File: config.mk
export PLATFORM = sky130hd
export DESIGN_NAME = stream_mux_2x1
export DESIGN_NICKNAME = d
export VERILOG_FILES = /design/src/rtl/stream_mux_2x1.sv
export SDC_FILE = /design/constraint.sdc
export NUM_CORES = 1
export LEC_CHECK = 0
export CORE_ASPECT_RATIO = 0.7
export CORE_UTILIZATION = 30
export DETAILED_ROUTE_END_ITERATION = 12
export MAX_ROUTING_LAYER = met4
export SLEW_MARGIN = 20
export SYNTH_ARGS = -nofsm -noshare
export SYNTH_HDL_FRONTEND = slang
export SYNTH_SLANG_ARGS = --single-unit
File: constraint.sdc
create_clock -name clk -period 1.4 [get_ports clk]
set_input_delay 0.28 -clock clk [delete_from_list [all_inputs] [get_ports clk]]
set_output_delay 0.28 -clock clk [all_outputs]
set_load 0.02 [all_outputs]
File: src/rtl/stream_mux_2x1.sv
// stream_mux_2x1: merges two valid/ready packet streams onto one registered output stream.
// A grant is made in IDLE by round-robin among the valid inputs. The mux then stays locked to
// the granted input until that input's last beat is accepted, so packets never interleave.
//
// Ports:
//   clk, rst             clock (rising edge), asynchronous active-high reset
//   en                   enable; gates new grants only (a locked packet always completes)
//   in0_* / in1_*        input streams: data, valid, last, ready
//   out_data/valid/last  registered merged stream
//   out_src              source index of the beat currently in the output register
//   out_ready            downstream ready
//   busy                 high while locked to an input
module stream_mux_2x1 #(
    parameter int unsigned WIDTH = 8
) (
    input  logic             clk,
    input  logic             rst,
    input  logic             en,
    input  logic [WIDTH-1:0] in0_data,
    input  logic             in0_valid,
    input  logic             in0_last,
    output logic             in0_ready,
    input  logic [WIDTH-1:0] in1_data,
    input  logic             in1_valid,
    input  logic             in1_last,
    output logic             in1_ready,
    output logic [WIDTH-1:0] out_data,
    output logic             out_valid,
    output logic             out_last,
    output logic             out_src,
    input  logic             out_ready,
    output logic             busy
);

    typedef enum logic [1:0] {
        StIdle  = 2'd0,
        StLock0 = 2'd1,
        StLock1 = 2'd2
    } state_e;

    state_e           state_q, state_d;
    logic             rr_ptr_q, rr_ptr_d;
    logic [WIDTH-1:0] out_data_q, out_data_d;
    logic             out_valid_q, out_valid_d;
    logic             out_last_q, out_last_d;
    logic             out_src_q, out_src_d;

    logic can_load;
    logic hs0, hs1;

    // The output register can take a beat when it is empty or being drained this cycle.
    assign can_load  = !out_valid_q || out_ready;
    assign in0_ready = (state_q == StLock0) && can_load;
    assign in1_ready = (state_q == StLock1) && can_load;
    assign hs0       = in0_valid && in0_ready;
    assign hs1       = in1_valid && in1_ready;

    // Arbitration and packet-end tracking
    always_comb begin
        state_d  = state_q;
        rr_ptr_d = rr_ptr_q;
        unique case (state_q)
            StIdle: begin
                if (en && (in0_valid || in1_valid)) begin
                    // in0 wins when it is the only requester or when it holds the pointer
                    if (in0_valid && (!in1_valid || !rr_ptr_q)) begin
                        state_d = StLock0;
                    end else begin
                        state_d = StLock1;
                    end
                end
            end
            StLock0: begin
                if (hs0 && in0_last) begin
                    state_d  = StIdle;
                    rr_ptr_d = 1'b1;
                end
            end
            StLock1: begin
                if (hs1 && in1_last) begin
                    state_d  = StIdle;
                    rr_ptr_d = 1'b0;
                end
            end
            default: begin
                state_d = StIdle;
            end
        endcase
    end

    // Output register: load on handshake, clear valid on drain, otherwise hold
    always_comb begin
        out_data_d  = out_data_q;
        out_valid_d = out_valid_q;
        out_last_d  = out_last_q;
        out_src_d   = out_src_q;
        if (hs0) begin
            out_data_d  = in0_data;
            out_last_d  = in0_last;
            out_src_d   = 1'b0;
            out_valid_d = 1'b1;
        end else if (hs1) begin
            out_data_d  = in1_data;
            out_last_d  = in1_last;
            out_src_d   = 1'b1;
            out_valid_d = 1'b1;
        end else if (out_ready) begin
            out_valid_d = 1'b0;
        end
    end

    always_ff @(posedge clk or posedge rst) begin
        if (rst) begin
            state_q     <= StIdle;
            rr_ptr_q    <= 1'b0;
            out_data_q  <= '0;
            out_valid_q <= 1'b0;
            out_last_q  <= 1'b0;
            out_src_q   <= 1'b0;
        end else begin
            state_q     <= state_d;
            rr_ptr_q    <= rr_ptr_d;
            out_data_q  <= out_data_d;
            out_valid_q <= out_valid_d;
            out_last_q  <= out_last_d;
            out_src_q   <= out_src_d;
        end
    end

    assign out_data  = out_data_q;
    assign out_valid = out_valid_q;
    assign out_last  = out_last_q;
    assign out_src   = out_src_q;
    assign busy      = (state_q != StIdle);

endmodule

### Word-level counts from Yosys, hierarchy flattened

Cells that the tools add are included.

| word-level totals | value |
|---|---|
| bits in registers | 14 |
| input port bits | 24 |
| output and inout bits | 14 |
| logic and storage cells | 49 |

| operators by class | value |
|---|---|
| equal/unequal tests | 5 |
| mux-type cells | 17 |
| reductions and logical operators | 21 |

Operator list:

| kind | count |
|---|---|
| 8-bit two-way mux | 2 |
| 1-bit two-way mux | 9 |
| 1-bit logical AND | 8 |
| 2-bit two-way mux | 4 |
| 2-bit case mux with 3 select lines | 1 |
| 3-bit AND reduction | 2 |
| 2-bit nonzero test | 3 |
| 2-bit by 1-bit != test with 1-bit output, second input constant | 2 |
| 1-bit logical NOT | 3 |
| 1-bit logical OR | 3 |
| 3-bit nonzero test | 1 |
| 2-bit by 1-bit equality test with 1-bit output, second input constant | 1 |
| 2-bit equality test, second input constant | 1 |
| 2-bit logical NOT | 1 |
| 2-bit != test, second input constant | 1 |
| 1-bit case mux with 2 select lines | 1 |

### Depth between registers and ports, before layout

| logic depth | value |
|---|---|
| depth after elaboration | 7 |
| mapped depth | 4 |
| depth with buffers taken out | 3 |

### Worst setup path before layout

OpenSTA, ideal clock, no wires.

| timing path | value |
|---|---|
| path type | flip-flop to flip-flop |
| start point | register out_valid_q, in the netlist out_valid |
| end point | register out_data_q[1], in the netlist out_data[1] |
| library setup time | 125 ps |
| arrival time | 1420 ps |
| required time | 1275 ps |
| setup slack | -145 ps |
| cell stages (with the launch flop) | 5 |
| buffers on the path | 1 |
| clock period less this slack | 1545 ps |
| cell sequence | dfrtp_1 nor2b_1 clkbuf_1 a21oi_4 mux2_2 |

| between the ends | value |
|---|---|
| word-level cells in the longest chain between the ends | 5 |
| elaborated cells on any way between the ends | 8 |
| those cells by class | 1 x mux; 7 x reduce/logical |

Ends and longest elaborated chain:

| what | RTL line | RTL |
|---|---|---|
| start, declared | 44 | `logic out_valid_q, out_valid_d;` |
| start signal, assigned | 124 | `out_valid_q <= out_valid_d;` |
| 1-bit logical NOT * | 52 | `assign can_load = !out_valid_q \|\| out_ready;` |
| 1-bit logical OR * | 52 |  |
| 1-bit logical AND, on equally long branches | 53, 54 |  |
| 1-bit logical AND, on equally long branches | 55, 56 |  |
| 8-bit two-way mux / 2-bit nonzero test (equally long branches) | - |  |
| end signal, assigned | 123 | `out_data_q <= out_data_d;` |
| end, declared | 43 | `logic [WIDTH-1:0] out_data_q, out_data_d;` |

Every way passes the cells marked *; elsewhere a longest branch is shown, timed or not.
A chain may end at the register's enable or synchronous reset.

### Worst setup path in the final report

| timing path | value |
|---|---|
| start point | register state_q[1] |
| end point | register out_data_q[6], in the netlist out_data[6] |

| between the ends | value |
|---|---|
| word-level cells in the longest chain between the ends | 4 |
| elaborated cells on any way between the ends | 8 |
| those cells by class | 2 x eq/ne; 1 x mux; 5 x reduce/logical |

Ends and longest elaborated chain:

| what | RTL line | RTL |
|---|---|---|
| start, declared | 41 | `state_e state_q, state_d;` |
| start signal, assigned | 114 | `state_q <= StIdle;` |
| start signal, assigned | 121 | `state_q <= state_d;` |
| 2-bit by 1-bit equality test with 1-bit output / 2-bit equality test (equally long branches) | 53, 54 |  |
| 1-bit logical AND, on equally long branches | 53, 54 |  |
| 1-bit logical AND, on equally long branches | 55, 56 |  |
| 8-bit two-way mux / 2-bit nonzero test (equally long branches) | - |  |

Several ways; a longest one is shown, not always the timed one.

==> results.py <==
metrics = {
    "run_status": {
        "status": "complete, but fails checks",
        "violations": "setup timing",
    },
    "cts": {
        "insertion_delay_ns": 0.24,
        "cts_sinks": 14,
        "cts_tree": "built",
        "postCtsHoldBufs": 0,
        "cts_buffer_depth": 2,
        "cts_inserted_buffers": 3,
        "clk_pin_slew_ns": 0.06,
        "root_buffer": "clkbuf_8",
        "cts.htree.levels": 1,
    },
    "detailed_routing": {
        "viasPerCell": 4.43,
        "drt-initial-drc-count": 16,
        "firstDrtPassIters": 4,
        "wl_per_cell_um": 11.8,
        "routed_wirelength_mm": 1.89,
        "vias": 709,
        "drc": 0,
        "drtAntennaViolNets": 0,
    },
    "placement": {
        "routabilityCongestion": 0.879,
        "dpl.cell_count": 152,
        "io_buffers": 37,
        "placed_cell_area_um2": 1350,
        "dpl.hpwl_mm": 1.48,
    },
    "timing": {
        "fin_worst_skew_ns": 0.000664,
        "worstMarginPinSlew_ns": 0.202,
        "rsz0062_at_grt": "true",
        "finalCritPeriodShare_pct": 109,
        "tns_ns": -1.26,
        "finalSetupViolCount": 12,
        "setup_slack_ns": -0.132,
        "final_max_slew_viol_count": 0,
        "maxSlewHeadroom_pct": 86.4,
        "fin_crit_ns": 1.53,
        "hold_viol_final": 0,
        "max_freq_ghz": 0.653,
        "whs_ns": 0.333,
    },
    "synth": {
        "ys_ff_latch": 14,
        "synth_async_sr_flop_share_pct": 100,
        "synth_top_area_share_pct": 43.6,
        "synth_common_cells": "dfrtp_1 (14), mux2_4 (12), a31oi_1 (4), mux2_2 (4), nor2_1 (4)",
        "synth_cell_type_count": 22,
        "synth-main-ff-cell": "dfrtp_1",
        "syn_inst": 64,
        "yosysWarnings": 0,
        "avgSynthCellArea_um2": 12.6,
        "synth_area_um2": 803,
        "synth.top_cells.by_area": "dfrtp_1 (44%), mux2_4 (22%), mux2_2 (5.6%)",
        "yosysSeqAreaShare_pct": 43.6,
        "synth_most_common_cell": "dfrtp_1",
        "synth_nets": 88,
        "yosysTopAreaCell": "dfrtp_1",
        "synth_edf_count": 0,
    },
    "setup_path": {
        "r2r_cells": 5,
        "worstReg2RegEnd": "out_data[6]",
        "cp-startpoint": "state_q[1]",
        "required_ns": 1.53,
        "ff2ff_setup_slack_ns": -0.13,
        "critPathKind": "register to register",
        "endpoint": "out_data[6]",
        "crit_path_max_fanout": 4,
        "worstPathArrival_ns": 1.66,
        "startpoint_type": "register",
        "reg2reg_from": "state_q[1]",
        "critPathCaptureType": "register",
    },
    "min_path": {
        "hold_path_class": "primary input to async pin",
    },
    "layout": {
        "fin_nets": 151,
        "fin_util_pct": 59.4,
        "antenna_cells": 0,
        "area_delta_synth_final_pct": 84.6,
        "drive_above_1_share_pct": 42.9,
        "finalNonFillerCells": 160,
        "fillCellCount": 232,
        "final_area_um2": 1480,
    },
    "power_and_ir_drop": {
        "p_int_mw": 1.93,
        "p_sw_share_pct": 34.9,
        "power.switching_mw": 1.03,
        "clkPwrFrac_pct": 13.1,
        "irDropWorstVdd_mv": 0.934,
        "leakagePower_nw": 0.732,
        "comb_power_share_pct": 62.5,
        "power_density_nw_per_um2": 2000,
        "power_frac_seq_pct": 24.4,
    },
    "die": {
        "start_util_pct": 32.2,
        "die_w_um": 63.8,
        "io_pins": 38,
        "core_area_um2": 2500,
        "rows": 15,
        "design.die.area_um2": 2890,
        "chipHeight_um": 45.3,
    },
    "grt": {
        "grt_pass1_vias": 665,
        "track_usage_pct": 14.9,
        "grt_pass1_wl_mm": 2.97,
        "grt_overflow": 0,
        "grt_max_degree": 15,
        "antenna_found_initial": 0,
    },
    "run": {
        "maxCapViolCount": 0,
    },
}
[cells in the final DEF (no fill, tap or decap)]
cell             count
a41o_1               2
nand2b_1             2
clkdlybuf4s50_1     22
mux2_2               2
o21ai_1              2
clkbuf_8             4
nor2_4               2
dfrtp_1             13
dlygate4sd2_1       11
nor2b_2              1
a22o_1               1
nand2_1              2
mux2_4              14
nand3b_4             1
dfrtp_2              1
nor2_1               2
nand3_1              1
inv_1                3
a31oi_1              4
o31ai_1              1
nand3b_1             1
buf_4               17
nand2b_4             1
dlymetal6s2s_1       1
buf_6                9
or2b_1               3
a21oi_4              1
nor3_1               1
or3_4                1
[per-layer routing]
metal | wire length [um] | share of wire, % | global-route usage (%)
met5 | 0 | 0 | -
met4 | 34 | 1.8 | 6.82
met2 | 838 | 44 | 21.7
met3 | 134 | 7.1 | 5.56
met1 | 887 | 47 | 18.4
[stage by stage]
stage,power (mW),setup WS [ns]
final,2.96,-0.132
after global routing,3.14,-0.176
after CTS,2.75,-0.163
after detailed placement,2.47,-0.422
after global placement,2.46,-0.417
after floorplan,1.67,-0.0651
[power by group through the flow]
stage	clock network, mW	registers (mW)	logic, mW
finish	0.389	0.722	1.85
global route	0.422	0.751	1.96
CTS	0.402	0.719	1.63
detailed placement	0	0.728	1.75
global placement	0	0.730	1.73
floorplan	0	0.930	0.744
[logic make-up after synthesis]
group | Yosys count | synth area share, %
buf+inv | 5 | 3.27
compound gates | 11 | 10.9
simple gates | 18 | 14.2
flops | 14 | 43.6
mux | 16 | 28.0
[final cells by class]
class | count | area [um^2] | area share, %
clock buffers | 4 | 55.1 | 3.71
inverters | 3 | 11.3 | 0.759
multi-input cells | 45 | 464 | 31.3
flip-flops and latches | 14 | 352 | 23.7
well taps | 34 | 42.5 | 2.87
repair buffers | 60 | 558 | 37.6
[critical path, cell delays in order (launching register included)]
cell and delay (ns):
dfrtp_1 0.39, buf_6 0.14, nand3b_4 0.19, buf_6 0.15
mux2_4 0.29, mux2_4 0.26
[state kept, by name, summed over array words and instances (netlist names)]
register,flops
state_q,2
rr_ptr_q,1
out_src,1
out_last,1
out_data,8
out_valid,1
[worst min-delay path by stage]
| stage | to | slack (ns) |
|---|---|---|
| floorplan | out_data[0] | 0.17 |
| global placement | out_data[3] | 0.49 |
| detailed placement | out_data[4] | 0.49 |
| CTS | out_data[0] | 0.34 |
| global route | out_data[0] | 0.36 |
| finish | out_data[0] | 0.33 |
[timing repair]
action / 4_1_cts / 5_1_grt
cloned: 0 / 0
gates resized for setup: 26 / 19
setup buffers: 1 / 3
endpoints found under the setup margin: 22 / 13
pin swaps: 1 / 1
Power figures use the tool's default switching activity.
